--- config.mk ---
export PLATFORM = sky130hd
export DESIGN_NAME = seq3_monitor
export DESIGN_NICKNAME = d
export VERILOG_FILES = /design/src/rtl/seq3_pkg.sv /design/src/rtl/seq3_decode.sv /design/src/rtl/seq3_monitor.sv
export SDC_FILE = /design/constraint.sdc
export NUM_CORES = 1
export LEC_CHECK = 0
export BUFFER_PORTS_ARGS = -buffer_cell sky130_fd_sc_hd__buf_2
export CORE_ASPECT_RATIO = 1.2
export CORE_MARGIN = 3
export CORE_UTILIZATION = 40
export DETAILED_ROUTE_END_ITERATION = 16
export PLACE_DENSITY_LB_ADDON = 0.05
export REMOVE_ABC_BUFFERS = 1
export SYNTH_ARGS = -nofsm -noshare
export SYNTH_HDL_FRONTEND = slang
export SYNTH_SLANG_ARGS = --single-unit
--- constraint.sdc ---
create_clock -name CLK -period 2.07 [get_ports CLK]
set_input_delay 0.3105 -clock CLK [delete_from_list [all_inputs] [get_ports CLK]]
set_output_delay 0.3105 -clock CLK [all_outputs]
set_load 0.005 [all_outputs]
--- src/rtl/seq3_pkg.sv ---
// Shared definitions for the 3-bit sequence monitor.
//   - FSM state encoding
//   - counter code -> ordinal table
//   - sequence length
package seq3_pkg;

   localparam int SEQ_LEN = 8;

   localparam logic [1:0] ST_IDLE   = 2'd0;
   localparam logic [1:0] ST_HUNT   = 2'd1;
   localparam logic [1:0] ST_LOCKED = 2'd2;

   typedef enum logic [1:0] {
      IDLE   = ST_IDLE,
      HUNT   = ST_HUNT,
      LOCKED = ST_LOCKED
   } state_t;

   // Counter cycle 000>111>001>110>010>101>011>100 gives ordinals 0..7.
   // Indexed by code {C,B,A}; entry 7 first.
   localparam logic [SEQ_LEN-1:0][2:0] ORD_TBL = {
      3'd1,   // 111
      3'd3,   // 110
      3'd5,   // 101
      3'd7,   // 100
      3'd6,   // 011
      3'd4,   // 010
      3'd2,   // 001
      3'd0    // 000
   };

endpackage

--- src/rtl/seq3_decode.sv ---
// Combinational decode of a counter code to its position in the cycle.
//   code : 3-bit counter state {C,B,A}
//   ord  : ordinal 0..7 of that code in the counter cycle
module seq3_decode
   import seq3_pkg::*;
(
   input  logic [2:0] code,
   output logic [2:0] ord
);

   assign ord = ORD_TBL[code];

endmodule

--- src/rtl/seq3_monitor.sv ---
// Downstream checker for the 3-bit sequence counter.
// Samples {C,B,A} on each enabled clock, decodes it to an ordinal, locks
// after LOCK_N good steps and, while locked, flags/counts bad steps and
// counts completed laps.
//   CLK, RST_N : clock, async active-low reset
//   C, B, A    : counter bits (C = MSB)
//   EN         : sample strobe; 0 freezes state and suppresses pulses
//   CLR_ERR    : synchronous clear of ERR_CNT (works regardless of EN)
//   IDX        : ordinal of last sampled code
//   LOCK       : high while locked
//   ERR, WRAP  : single-cycle pulses (bad step / good step into 0, locked)
//   ERR_CNT    : saturating error count
//   LAP_CNT    : wrapping lap count
module seq3_monitor
   import seq3_pkg::*;
#(
   parameter int LOCK_N   = 3,
   parameter int UNLOCK_N = 2,
   parameter int ERR_W    = 8,
   parameter int LAP_W    = 4
)(
   input  logic             CLK,
   input  logic             RST_N,
   input  logic             C,
   input  logic             B,
   input  logic             A,
   input  logic             EN,
   input  logic             CLR_ERR,
   output logic [2:0]       IDX,
   output logic             LOCK,
   output logic             ERR,
   output logic             WRAP,
   output logic [ERR_W-1:0] ERR_CNT,
   output logic [LAP_W-1:0] LAP_CNT
);

   state_t           state, state_n;
   logic [3:0]       good_run, good_run_n;
   logic [3:0]       bad_run, bad_run_n;
   logic [3:0]       good_inc, bad_inc;
   logic [2:0]       ord, idx_n;
   logic             good;
   logic             lock_n, err_n, wrap_n;
   logic [ERR_W-1:0] err_cnt_n;
   logic [LAP_W-1:0] lap_cnt_n;

   seq3_decode u_dec (
      .code ({C, B, A}),
      .ord  (ord)
   );

   // IDX doubles as the previous-sample register; 3-bit add wraps 7->0.
   assign good     = (ord == IDX + 3'd1);
   assign good_inc = (good_run == 4'hF) ? good_run : good_run + 4'd1;
   assign bad_inc  = (bad_run  == 4'hF) ? bad_run  : bad_run  + 4'd1;

   always_comb begin
      state_n    = state;
      good_run_n = good_run;
      bad_run_n  = bad_run;
      idx_n      = IDX;
      err_n      = 1'b0;
      wrap_n     = 1'b0;
      err_cnt_n  = ERR_CNT;
      lap_cnt_n  = LAP_CNT;
      if (EN) begin
         idx_n = ord;
         case (state)
            IDLE: begin
               state_n    = HUNT;
               good_run_n = 4'd0;
            end
            HUNT: begin
               if (good) begin
                  good_run_n = good_inc;
                  if (good_inc >= 4'(LOCK_N)) begin
                     state_n   = LOCKED;
                     bad_run_n = 4'd0;
                     wrap_n    = (ord == 3'd0);
                  end
               end else begin
                  good_run_n = 4'd0;
               end
            end
            LOCKED: begin
               if (good) begin
                  bad_run_n = 4'd0;
                  wrap_n    = (ord == 3'd0);
               end else begin
                  err_n     = 1'b1;
                  bad_run_n = bad_inc;
                  if (ERR_CNT != '1)
                     err_cnt_n = ERR_CNT + ERR_W'(1);
                  if (bad_inc >= 4'(UNLOCK_N)) begin
                     state_n    = HUNT;
                     good_run_n = 4'd0;
                  end
               end
            end
            default: state_n = IDLE;
         endcase
      end
      if (wrap_n)
         lap_cnt_n = LAP_CNT + LAP_W'(1);
      // Clear beats a same-cycle increment.
      if (CLR_ERR)
         err_cnt_n = '0;
      lock_n = (state_n == LOCKED);
   end

   always_ff @(posedge CLK or negedge RST_N) begin
      if (!RST_N) state <= IDLE;
      else        state <= state_n;
   end

   always_ff @(posedge CLK or negedge RST_N) begin
      if (!RST_N) begin
         good_run <= '0;
         bad_run  <= '0;
         IDX      <= '0;
         LOCK     <= 1'b0;
         ERR      <= 1'b0;
         WRAP     <= 1'b0;
         ERR_CNT  <= '0;
         LAP_CNT  <= '0;
      end else begin
         good_run <= good_run_n;
         bad_run  <= bad_run_n;
         IDX      <= idx_n;
         LOCK     <= lock_n;
         ERR      <= err_n;
         WRAP     <= wrap_n;
         ERR_CNT  <= err_cnt_n;
         LAP_CNT  <= lap_cnt_n;
      end
   end

endmodule

==> results.tsv <==
metric	value	unit
end_kind	flop	
swShare	28.80	%
clock_power_share	31.5	%
period_needed	1.916	ns
cpMaxStageDelayCell	dfrtp_1	
ys_types	40	
fin_crit_sh	92.57	%
tritoncts	done	
maxCapViolCount	0	
die_w	64.24	microns
cts.htree.levels	1	
leakagePower	0.9308	nW
synthArstFlopShare	100.0	%
cp_cell_sequence	ha_1, nand2_1, a21oi_1, o21ai_0, buf_4, a41o_1, buf_4, a41oi_1, a21oi_1	
vias	1289	
clock_path_buffers	2	
path_max_fanout	6	
row_count	24	
critPathMaxStageDelay	0.44	ns
gp_congestion	0.7817	
max_freq	0.5219	GHz
syn_area_per_cell	10.11	sq um
finalHoldViolCount	0	
preCtsSetupSlack	-0.03335	ns
p_int	985.9	uW
yosysWarnings	0	
total_power	1.385	mW
rsz0062_at_grt	false	
pwr-share-seq	44.8	%
grt_max_degree	29	
clock_skew	0.008183	ns
core-area	3784	sq um
synth_edf_count	0	
grt-ovfl-total	0	
min_path_type	in -> async	
grt_pass1_vias	1204	
drv_slew	0	
clk_latency	0.28	ns
final_area	1951	sq um
synth_area	1628	sq um
switchingPower	398.8	uW
cp-start-kind	flop	
initial_utilization	43.02	%
antenna_found_initial	0	
grt_pass1_wl	5.395	mm
wl_per_cell	12.78	microns
buffer_ports.inserted	24	
status	finished, final reports clean	
slew_headroom	58.11	%
cts-root-buf	clkbuf_8	
ios	25	
die-area	4874	sq um
vdd_drop_max	324.1	uV
cts_num_sinks	28	
synth-seq-cells	28	
tightestPinTransition	0.6284	ns
ctsHoldBuffers	0	
drt_iter0_markers	77	
cts_buffers	3	
finalNetCount	214	
hpwl	2.474	mm
syn2layout_area_growth	19.83	%
postCtsSetupBuffers	0	
crit_type	reg -> reg	
dieHeight	75.88	microns
synthFlopType	dfrtp_1	
final_cell_mix	dfrtp_1 (28), buf_2 (24), nor2_1 (14), a21oi_1 (13), buf_4 (11)	
post_cts_resized	1	
first_pass_iters	4	
dpl-instance-area	1866	sq um
n_antenna_cell	0	
drc	0	
yosysSeqAreaShare	43.04	%
wl	3.170	mm
power_density	709.9	nW/um^2
synthCells	161	
ant_nets	0	
path_clk_slew	0.09	ns
final_common_cell	dfrtp_1	
pwr-share-comb	23.7	%
cp.arrival	2.08	ns
finalWorstSetupSlack	0.1538	ns
required	2.23	ns
ff2ff_path_depth	9	
routed_via_density	5.198	
groute.usage.overall	14.02	%
setup_viol	0	
drive_above_1_share	26.02	%
[area by class of cell]
type	instances	area [sq um]
clock buffers	3	41.29
clock inverters	1	30.03
fillers	360	1833
inverters	6	22.52
multi-input cells	123	888.4
flip-flops and latches	28	700.7
well taps	52	65.06
repair buffers	35	202.7
[metal layers]
metal  vias up  GRT usage (%)  share of wire, %  wire (microns)
li1        648              -                 -               -
met1       623          18.13                49            1545
met2        14          24.23                48            1509
met3         4          2.507               2.6              82
met4         0          4.225               1.0              32
met5         -              0                 0               0
[cell usage after synthesis (all sizes together), types with 2 or more instances]
cell type	number	area share (%)
dfrtp	28	43
nor2	15	3.6
a21oi	13	4.0
xnor2	11	6.4
ha	10	7.7
nand2	10	2.3
o21ai	9	2.8
inv	6	1.4
nand3	6	1.8
mux2	5	3.5
nor2b	5	1.9
a31oi	3	1.2
a41oi	3	1.6
and2	3	1.2
and3	3	1.2
buf	3	1.6
nand2b	3	1.2
nand4	3	1.2
nor3	3	1.2
a22o	2	1.1
or3	2	0.77
xor2	2	1.1
[critical path: cells and delay by family, from the launching register on]
family / cells / cell delay, ns
and+or+nand+nor: 1 / 0.09
buffers and inverters: 2 / 0.31
adders and majority gates: 1 / 0.25
DFF: 1 / 0.44
AOI/OAI and AO/OA: 5 / 0.72
[stage by stage]
step / hold WS [ns] / cells / TNS [ns] / util (%)
2_1_floorplan: 0.01491 / 157 / -0.7800 / -
3_3_place_gp: 0.3655 / 244 / -0.004391 / 49.31
3_5_place_dp: 0.3782 / 244 / -0.03754 / 49.31
4_1_cts: 0.06624 / 248 / 0 / 51.22
5_1_grt: 0.09196 / 248 / 0 / 51.55
6_report: 0.04061 / 248 / 0 / 51.55
[power by group through the flow]
| stage | logic (mW) | clock network [mW] | registers (mW) |
|---|---|---|---|
| detailed placement | 0.325 | 0 | 0.632 |
| global placement | 0.321 | 0 | 0.629 |
| CTS | 0.328 | 0.453 | 0.621 |
| global route | 0.375 | 0.469 | 0.627 |
| finish | 0.328 | 0.436 | 0.621 |
| floorplan | 0.212 | 0 | 0.626 |
[flip-flops by register name (all words and copies together) (netlist names)]
signal,count
ERR,1
ERR_CNT,8
IDX,3
LAP_CNT,4
LOCK,1
WRAP,1
bad_run,4
good_run,4
state,2
[cell families after synthesis]
kind of cell | after synthesis | synth area share [%]
adder cells (fa/ha/maj) | 10 | 7.686
XOR/XNOR | 13 | 7.456
buffers and inverters | 10 | 3.228
AND/OR/NAND/NOR | 57 | 20.22
flip-flops | 28 | 43.04
multiplexers | 6 | 4.074
AO/OA/AOI/OAI | 37 | 14.30
[worst paths after layout]
kind                              from           to  slack, ns
max                        good_run[0]   bad_run[3]       0.15
min                              RST_N  good_run[1]       0.04
max reg2reg                good_run[0]   bad_run[3]       0.15
min reg2reg                 LAP_CNT[3]   LAP_CNT[3]       0.48
max in group asynchronous        RST_N       IDX[2]       1.62
min in group CLK               CLR_ERR   ERR_CNT[3]       0.29
No activity file was read; power rests on OpenSTA's default activity.
